==> config.mk <==
export PLATFORM = sky130hd
export DESIGN_NAME = vending_coin_collector_flat
export DESIGN_NICKNAME = d
export VERILOG_FILES = /design/src/rtl/vending_coin_collector_if.sv /design/src/rtl/vending_coin_collector.sv /design/src/flat_wrapper.sv
export SDC_FILE = /design/constraint.sdc
export NUM_CORES = 1
export LEC_CHECK = 0
export BUFFER_PORTS_ARGS = -buffer_cell sky130_fd_sc_hd__buf_4
export CAP_MARGIN = 40
export CORE_AREA = 2 2 68 70
export CTS_CLUSTER_SIZE = 16
export DETAILED_ROUTE_END_ITERATION = 12
export DIE_AREA = 0 0 70 72
export PLACE_DENSITY_LB_ADDON = 0.3
export SETUP_SLACK_MARGIN = 0.4
export SKIP_LAST_GASP = 1
export SYNTH_ARGS = -nofsm -noshare
export SYNTH_HDL_FRONTEND = slang
export SYNTH_SLANG_ARGS = --single-unit
export TNS_END_PERCENT = 5
==> constraint.sdc <==
create_clock -name clk -period 4.6 [get_ports clk]
set_input_delay 0.46 -clock clk [delete_from_list [all_inputs] [get_ports clk]]
set_output_delay 0.46 -clock clk [all_outputs]
set_load 0.03 [all_outputs]
==> src/rtl/vending_coin_collector_if.sv <==
// Coin-slot/keypad/core bundle around the coin collector; the slave modport is the collector's side.
interface vending_coin_collector_if;
    logic       coinValid;
    logic [1:0] coinType;
    logic       itemSelValid;
    logic [1:0] itemSel;
    logic       cancel;
    logic [1:0] serviceTypeIn;
    logic [1:0] coinOutNTD_50;
    logic [1:0] coinOutNTD_10;
    logic [1:0] coinOutNTD_5;
    logic [1:0] coinOutNTD_1;
    logic [1:0] itemTypeOut;
    logic       refundValid;
    logic [1:0] refundNTD_50;
    logic [1:0] refundNTD_10;
    logic [1:0] refundNTD_5;
    logic [1:0] refundNTD_1;
    logic       coinReject;
    logic [7:0] totalValue;
    logic       busy;

    modport master (
        output coinValid, coinType, itemSelValid, itemSel, cancel, serviceTypeIn,
        input  coinOutNTD_50, coinOutNTD_10, coinOutNTD_5, coinOutNTD_1, itemTypeOut,
        input  refundValid, refundNTD_50, refundNTD_10, refundNTD_5, refundNTD_1,
        input  coinReject, totalValue, busy
    );

    modport slave (
        input  coinValid, coinType, itemSelValid, itemSel, cancel, serviceTypeIn,
        output coinOutNTD_50, coinOutNTD_10, coinOutNTD_5, coinOutNTD_1, itemTypeOut,
        output refundValid, refundNTD_50, refundNTD_10, refundNTD_5, refundNTD_1,
        output coinReject, totalValue, busy
    );
endinterface

==> src/rtl/vending_coin_collector.sv <==
// Coin collector: counts coins, bundles them with an item for the core; all outputs registered (1-cycle).
// Request held in SEND until the core reports ON; COLLECT_TIMEOUT_EN adds an inactivity auto-refund.
module vending_coin_collector #(
    parameter int TIMEOUT_CYCLES = 255,
    parameter int TMR_W          = 8
) (
    input  logic                     clk,
    input  logic                     reset,
    vending_coin_collector_if.slave  bus
);

    typedef enum logic [2:0] {
        S_IDLE    = 3'd0,
        S_COLLECT = 3'd1,
        S_REFUND  = 3'd2,
        S_SEND    = 3'd3,
        S_WAIT    = 3'd4
    } state_t;

    state_t          state, state_d;
    logic [3:0][1:0] cnt_q, cnt_d;     // index = coinType code (0 = NTD_50)
    logic            coin_ok, sel_ok, svc_on, svc_off;

    logic [3:0][1:0] co_q, co_d, rf_q, rf_d;
    logic [1:0]      it_q, it_d;
    logic            rv_q, rv_d, rj_q, rj_d, busy_q, busy_d;
    logic [7:0]      tv_q, tv_d;

    if (TIMEOUT_CYCLES < 1 || TIMEOUT_CYCLES >= (1 << TMR_W)) begin : g_cfg_err
        $error("TIMEOUT_CYCLES must fit in TMR_W bits");
    end

    // Cancel in COLLECT wins over a same-cycle coin, so that coin bounces.
    assign coin_ok = bus.coinValid && (cnt_q[bus.coinType] != 2'd3) &&
                     ((state == S_IDLE) || ((state == S_COLLECT) && !bus.cancel));
    assign sel_ok  = bus.itemSelValid && (bus.itemSel != 2'b00);
    assign svc_on  = (bus.serviceTypeIn == 2'b01);
    assign svc_off = (bus.serviceTypeIn == 2'b00);

`ifdef COLLECT_TIMEOUT_EN
    logic [TMR_W-1:0] tmr_q, tmr_d;
    logic             tmr_hit;

    assign tmr_hit = (tmr_q == TMR_W'(TIMEOUT_CYCLES));

    always_comb begin
        tmr_d = '0;
        if ((state == S_COLLECT) && (state_d == S_COLLECT) && !coin_ok)
            tmr_d = tmr_q + 1'b1;
    end

    always_ff @(posedge clk or negedge reset) begin
        if (!reset) tmr_q <= '0;
        else        tmr_q <= tmr_d;
    end
`endif

    always_ff @(posedge clk or negedge reset) begin
        if (!reset) begin
            state <= S_IDLE;
            cnt_q <= '0;
        end else begin
            state <= state_d;
            cnt_q <= cnt_d;
        end
    end

    always_comb begin
        state_d = state;
        cnt_d   = cnt_q;
        if (coin_ok)
            cnt_d[bus.coinType] = cnt_q[bus.coinType] + 2'd1;
        case (state)
            S_IDLE:    if (coin_ok) state_d = S_COLLECT;
            S_COLLECT: begin
                if (bus.cancel)  state_d = S_REFUND;
                else if (sel_ok) state_d = S_SEND;
`ifdef COLLECT_TIMEOUT_EN
                else if (!coin_ok && tmr_hit) state_d = S_REFUND;
`endif
            end
            S_REFUND: begin
                state_d = S_IDLE;
                cnt_d   = '0;
            end
            S_SEND: if (svc_on) begin
                state_d = S_WAIT;
                cnt_d   = '0;
            end
            S_WAIT:  if (svc_off) state_d = S_IDLE;
            default: state_d = S_IDLE;
        endcase
    end

    // Outputs are computed from next state/counts so they line up with the state they describe.
    always_comb begin
        co_d   = (state_d == S_SEND) ? cnt_d : '0;
        it_d   = 2'b00;
        if (state_d == S_SEND)
            it_d = (state == S_SEND) ? it_q : bus.itemSel;
        rv_d   = (state_d == S_REFUND);
        rf_d   = rv_d ? cnt_d : '0;
        rj_d   = bus.coinValid && !coin_ok;
        busy_d = (state_d == S_SEND) || (state_d == S_WAIT);
        tv_d   = 8'd50 * {6'd0, cnt_d[0]} + 8'd10 * {6'd0, cnt_d[1]} +
                 8'd5  * {6'd0, cnt_d[2]} + {6'd0, cnt_d[3]};
    end

    always_ff @(posedge clk or negedge reset) begin
        if (!reset) begin
            co_q   <= '0;
            it_q   <= 2'b00;
            rv_q   <= 1'b0;
            rf_q   <= '0;
            rj_q   <= 1'b0;
            busy_q <= 1'b0;
            tv_q   <= 8'd0;
        end else begin
            co_q   <= co_d;
            it_q   <= it_d;
            rv_q   <= rv_d;
            rf_q   <= rf_d;
            rj_q   <= rj_d;
            busy_q <= busy_d;
            tv_q   <= tv_d;
        end
    end

    assign bus.coinOutNTD_50 = co_q[0];
    assign bus.coinOutNTD_10 = co_q[1];
    assign bus.coinOutNTD_5  = co_q[2];
    assign bus.coinOutNTD_1  = co_q[3];
    assign bus.itemTypeOut   = it_q;
    assign bus.refundValid   = rv_q;
    assign bus.refundNTD_50  = rf_q[0];
    assign bus.refundNTD_10  = rf_q[1];
    assign bus.refundNTD_5   = rf_q[2];
    assign bus.refundNTD_1   = rf_q[3];
    assign bus.coinReject    = rj_q;
    assign bus.totalValue    = tv_q;
    assign bus.busy          = busy_q;

endmodule

==> src/flat_wrapper.sv <==
// flat-port wrapper written by rule: the top's interface ports become plain ports
module vending_coin_collector_flat 
#(
    parameter int TIMEOUT_CYCLES = 255,
    parameter int TMR_W          = 8
)
  (clk, reset, bus_coinValid, bus_coinType, bus_itemSelValid, bus_itemSel, bus_cancel, bus_serviceTypeIn, bus_coinOutNTD_50, bus_coinOutNTD_10, bus_coinOutNTD_5, bus_coinOutNTD_1, bus_itemTypeOut, bus_refundValid, bus_refundNTD_50, bus_refundNTD_10, bus_refundNTD_5, bus_refundNTD_1, bus_coinReject, bus_totalValue, bus_busy);
  vending_coin_collector_if bus_i ();
  input  logic clk;
  input  logic reset;
  input wire logic [$bits(bus_i.coinValid)-1:0] bus_coinValid;
  input wire logic [$bits(bus_i.coinType)-1:0] bus_coinType;
  input wire logic [$bits(bus_i.itemSelValid)-1:0] bus_itemSelValid;
  input wire logic [$bits(bus_i.itemSel)-1:0] bus_itemSel;
  input wire logic [$bits(bus_i.cancel)-1:0] bus_cancel;
  input wire logic [$bits(bus_i.serviceTypeIn)-1:0] bus_serviceTypeIn;
  output wire logic [$bits(bus_i.coinOutNTD_50)-1:0] bus_coinOutNTD_50;
  output wire logic [$bits(bus_i.coinOutNTD_10)-1:0] bus_coinOutNTD_10;
  output wire logic [$bits(bus_i.coinOutNTD_5)-1:0] bus_coinOutNTD_5;
  output wire logic [$bits(bus_i.coinOutNTD_1)-1:0] bus_coinOutNTD_1;
  output wire logic [$bits(bus_i.itemTypeOut)-1:0] bus_itemTypeOut;
  output wire logic [$bits(bus_i.refundValid)-1:0] bus_refundValid;
  output wire logic [$bits(bus_i.refundNTD_50)-1:0] bus_refundNTD_50;
  output wire logic [$bits(bus_i.refundNTD_10)-1:0] bus_refundNTD_10;
  output wire logic [$bits(bus_i.refundNTD_5)-1:0] bus_refundNTD_5;
  output wire logic [$bits(bus_i.refundNTD_1)-1:0] bus_refundNTD_1;
  output wire logic [$bits(bus_i.coinReject)-1:0] bus_coinReject;
  output wire logic [$bits(bus_i.totalValue)-1:0] bus_totalValue;
  output wire logic [$bits(bus_i.busy)-1:0] bus_busy;
  assign bus_i.coinValid = bus_coinValid;
  assign bus_i.coinType = bus_coinType;
  assign bus_i.itemSelValid = bus_itemSelValid;
  assign bus_i.itemSel = bus_itemSel;
  assign bus_i.cancel = bus_cancel;
  assign bus_i.serviceTypeIn = bus_serviceTypeIn;
  assign bus_coinOutNTD_50 = bus_i.coinOutNTD_50;
  assign bus_coinOutNTD_10 = bus_i.coinOutNTD_10;
  assign bus_coinOutNTD_5 = bus_i.coinOutNTD_5;
  assign bus_coinOutNTD_1 = bus_i.coinOutNTD_1;
  assign bus_itemTypeOut = bus_i.itemTypeOut;
  assign bus_refundValid = bus_i.refundValid;
  assign bus_refundNTD_50 = bus_i.refundNTD_50;
  assign bus_refundNTD_10 = bus_i.refundNTD_10;
  assign bus_refundNTD_5 = bus_i.refundNTD_5;
  assign bus_refundNTD_1 = bus_i.refundNTD_1;
  assign bus_coinReject = bus_i.coinReject;
  assign bus_totalValue = bus_i.totalValue;
  assign bus_busy = bus_i.busy;
  vending_coin_collector #(.TIMEOUT_CYCLES(TIMEOUT_CYCLES), .TMR_W(TMR_W)) u_core (.clk(clk), .reset(reset), .bus(bus_i));
endmodule
==> impl_metrics.tcl <==
set metrics [dict create \
    fill_cells 379 \
    rsz0062_at_grt "no" \
    synth-seq-area-share_pct 49.54 \
    finalWirelength_um 4205 \
    io_buffer_count 39 \
    yosys.area_share.xor_xnor_pct 3.034 \
    drive_gt1_share_pct 30.25 \
    timing.rr.end "u_core.bus.totalValue[7]" \
    grt_pass1_vias 1572 \
    simple_gate_portion_of_the_synthesized_area_pct 17.77 \
    num_antenna_cells 0 \
    postSynthRegisterBits 40 \
    hold_path.class "primary input to async pin" \
    grt_start_max_net_pins 41 \
    clock_sinks 40 \
    grt_usage_pct 17.41 \
    synth-warning-count 0 \
    grt_first_pass_wirelength_um 6831 \
    worst_r2r_startpoint "u_core.cnt_q[6]" \
    cts_root_cell "clkbuf_8" \
    wl_per_cell_um 14.50 \
    die-area_mm2 0.005040 \
    synth_top_family_by_area "simple AND/OR/NAND/NOR gates" \
    timing.final.crit_share_pct 88.15 \
    worstPathRequired_ps 4750 \
    effective_utilization_at_floorplan_pct 47.39 \
    crit_path_start_kind "flop" \
    antenna_left 0 \
    dp_hpwl_um 3134 \
    core.rowCount 24 \
    clock_tree_from_tritoncts "done" \
    drt_iter0_drc 76 \
    synth.distinct_cells 40 \
    endpoint_kind "flop" \
    fp.dieW_um 70 \
    insertion_delay_ps 290 \
    dieHeight_um 72 \
    timing_max_transition_violations_final 0 \
    r2r.worst_path.cells 17 \
    syn-mean-instance-area_um2 10.81 \
    setup_tns_ps 0 \
    ctsHtreeMaxLevel 2 \
    final-hold-violation-count 0 \
    firstDrtPassIters 4 \
    fmax_mhz 246.6 \
    gp_routability_congestion 0.8576 \
    io_pins 40 \
    layout_commonest_cell "buf_4" \
    synth_fa_ha_area_share_pct 11.27 \
    slew-limit-headroom_pct 65.46 \
    period_minus_slack_ps 4055 \
    final_nets 266 \
    grt_overflow 0 \
    floorplan.core_area_mm2 0.004264 \
    synthesis.nets 215 \
    cts_buffers 5 \
    timing_worst_setup_path_type "flop to flop" \
    vdd_drop_max_mv 0.2544 \
    number_of_vias_after_detailed_routing 1541 \
    worst-slew-pin-transition_ps 518.1 \
    most-common-layout-cells "buf_4, dfrtp_1, nor2_1" \
    skew_ps 1.605 \
    max_cap_viol_count 0 \
    setup_violating_endpoint_count_in_the_final_report 0 \
    clock_path_buffers 2 \
    cts-hold-fix-buffers 0 \
    syn_to_final_growth_pct 26.93 \
    cp_data_arrival_time_ps 4200 \
    timing.reg2reg.setup_slack_ps 550 \
    synth-compound-area-share_pct 10.65 \
    finish.utilization_pct 60.15 \
    synthCells 187 \
    leakage_power_uw 0.001333 \
    run_status "completed" \
    power.density_cell_area_mw_per_mm2 608.0 \
    drt_drc_violations_left 0 \
    grt_antenna_before_repair 0 \
    route.detailed.vias_per_inst 5.314 \
    source_of_the_critical_timing_path "u_core.cnt_q[6]" \
    synth.area.mux_share_pct 4.706 \
    clkSlewWorstSetupHoldPaths_ps 70 \
    worstPathMaxFanout 5 \
    netlist_area_mm2 0.002021 \
]
per-layer routing:
layer	up-vias	share of wire (%)	track usage [%]
met5	-	0	0
li1	750	-	-
met2	37	52	30.90
met4	0	2.0	8.974
met1	745	41	19.56
met3	9	4.7	4.306
synth_stat cells:
cell type | count | area share [%]
a211oi_1 | 2 | 0.74
a21boi_0 | 2 | 0.74
a21o_1 | 2 | 0.74
a21oi_1 | 6 | 1.5
a221oi_1 | 1 | 0.43
a31oi_1 | 1 | 0.31
and2b_1 | 1 | 0.37
and3b_1 | 1 | 0.43
buf_2 | 1 | 0.25
clkbuf_1 | 1 | 0.19
dfrtp_1 | 40 | 50
fa_1 | 2 | 2.0
ha_1 | 15 | 9.3
inv_1 | 13 | 2.4
inv_2 | 1 | 0.19
mux2i_1 | 5 | 2.5
mux4_2 | 2 | 2.2
nand2_1 | 14 | 2.6
nand2b_1 | 5 | 1.5
nand3_1 | 5 | 1.2
nand3b_1 | 2 | 0.74
nand4_1 | 1 | 0.31
nand4b_1 | 2 | 0.87
nor2_1 | 22 | 4.1
nor2b_1 | 5 | 1.5
nor3_1 | 7 | 1.7
nor4b_4 | 1 | 1.2
o2111ai_1 | 2 | 0.87
o211ai_1 | 3 | 1.1
o21a_1 | 2 | 0.74
o21a_2 | 1 | 0.43
o21ai_0 | 6 | 1.5
o21ai_1 | 1 | 0.25
o311a_1 | 1 | 0.50
o311ai_2 | 1 | 0.81
or2_2 | 1 | 0.31
or3_1 | 1 | 0.31
or4b_2 | 1 | 0.50
xnor2_1 | 6 | 2.6
xor2_1 | 1 | 0.43
worst max path at each step:
stage               slack (ps)                       end  depth (start not counted)
floorplan                  450  u_core.bus.totalValue[7]                         17
global route               390  u_core.bus.totalValue[6]                         16
CTS                        430  u_core.bus.totalValue[7]                         17
finish                     550  u_core.bus.totalValue[7]                         17
detailed placement         150  u_core.bus.totalValue[6]                         16
global placement           220  u_core.bus.totalValue[6]                         16
power by group:
| part | internal, uW | switching (uW) | total [uW] |
|---|---|---|---|
| sequential | 446 | 56.8 | 503 |
| combinational | 353 | 491 | 844 |
| clock | 103 | 110 | 213 |
| total | 902 | 657 | 1560 |
area by class of cell:
type	count	area (um^2)	share of cell area, %
inverters	14	55.05	2.146
flip-flops and latches	40	1001	39.02
multi-input cells	131	1021	39.80
well taps	52	65.06	2.537
repair buffers	46	345.3	13.46
clock buffers	6	72.57	2.829
clock inverters	1	5.005	0.1951
critical path, stage by stage (launching register included):
cell and delay (ps):
dfrtp_1 390, mux4_2 500, ha_4 190, nor4b_4 280
nand4b_1 210, mux2i_1 160, or2_4 280, inv_4 80
ha_4 200, xor2_1 140, ha_1 180, a21o_1 150
ha_2 380, o21a_1 140, o21ai_2 60, buf_4 140
a211oi_1 250, o311ai_2 150
logic make-up (layout without fill, tap and decap cells):
| group | Yosys count | in the layout |
|---|---|---|
| AND/OR/NAND/NOR | 69 | 69 |
| flip-flops | 40 | 40 |
| AO/OA/AOI/OAI | 31 | 31 |
| adder cells (fa/ha/maj) | 17 | 17 |
| buffers and inverters | 16 | 67 |
| XOR/XNOR | 7 | 7 |
| multiplexers | 7 | 7 |
timing repair:
| action | 4_1_cts | 5_1_grt |
|---|---|---|
| pin swaps | 1 | 7 |
| endpoints found under the setup margin | 1 | 3 |
| resized for setup | 1 | 7 |
| setup buffers | 1 | 3 |
stage by stage:
stage                     area [um^2]  power [uW]  std cells  worst slack [ps]  hold WS, ps
after floorplan                  2067        1084        187             445.0        164.4
after global placement           2439        1313        279             215.3        453.8
after detailed placement         2439        1327        279             148.9        466.4
after CTS                        2527        1552        287             426.6        148.4
after global routing             2565        1678        290             390.8        164.3
final                            2565        1559        290             545.3        136.9
Note: power is estimated with default switching activity, not from simulation.
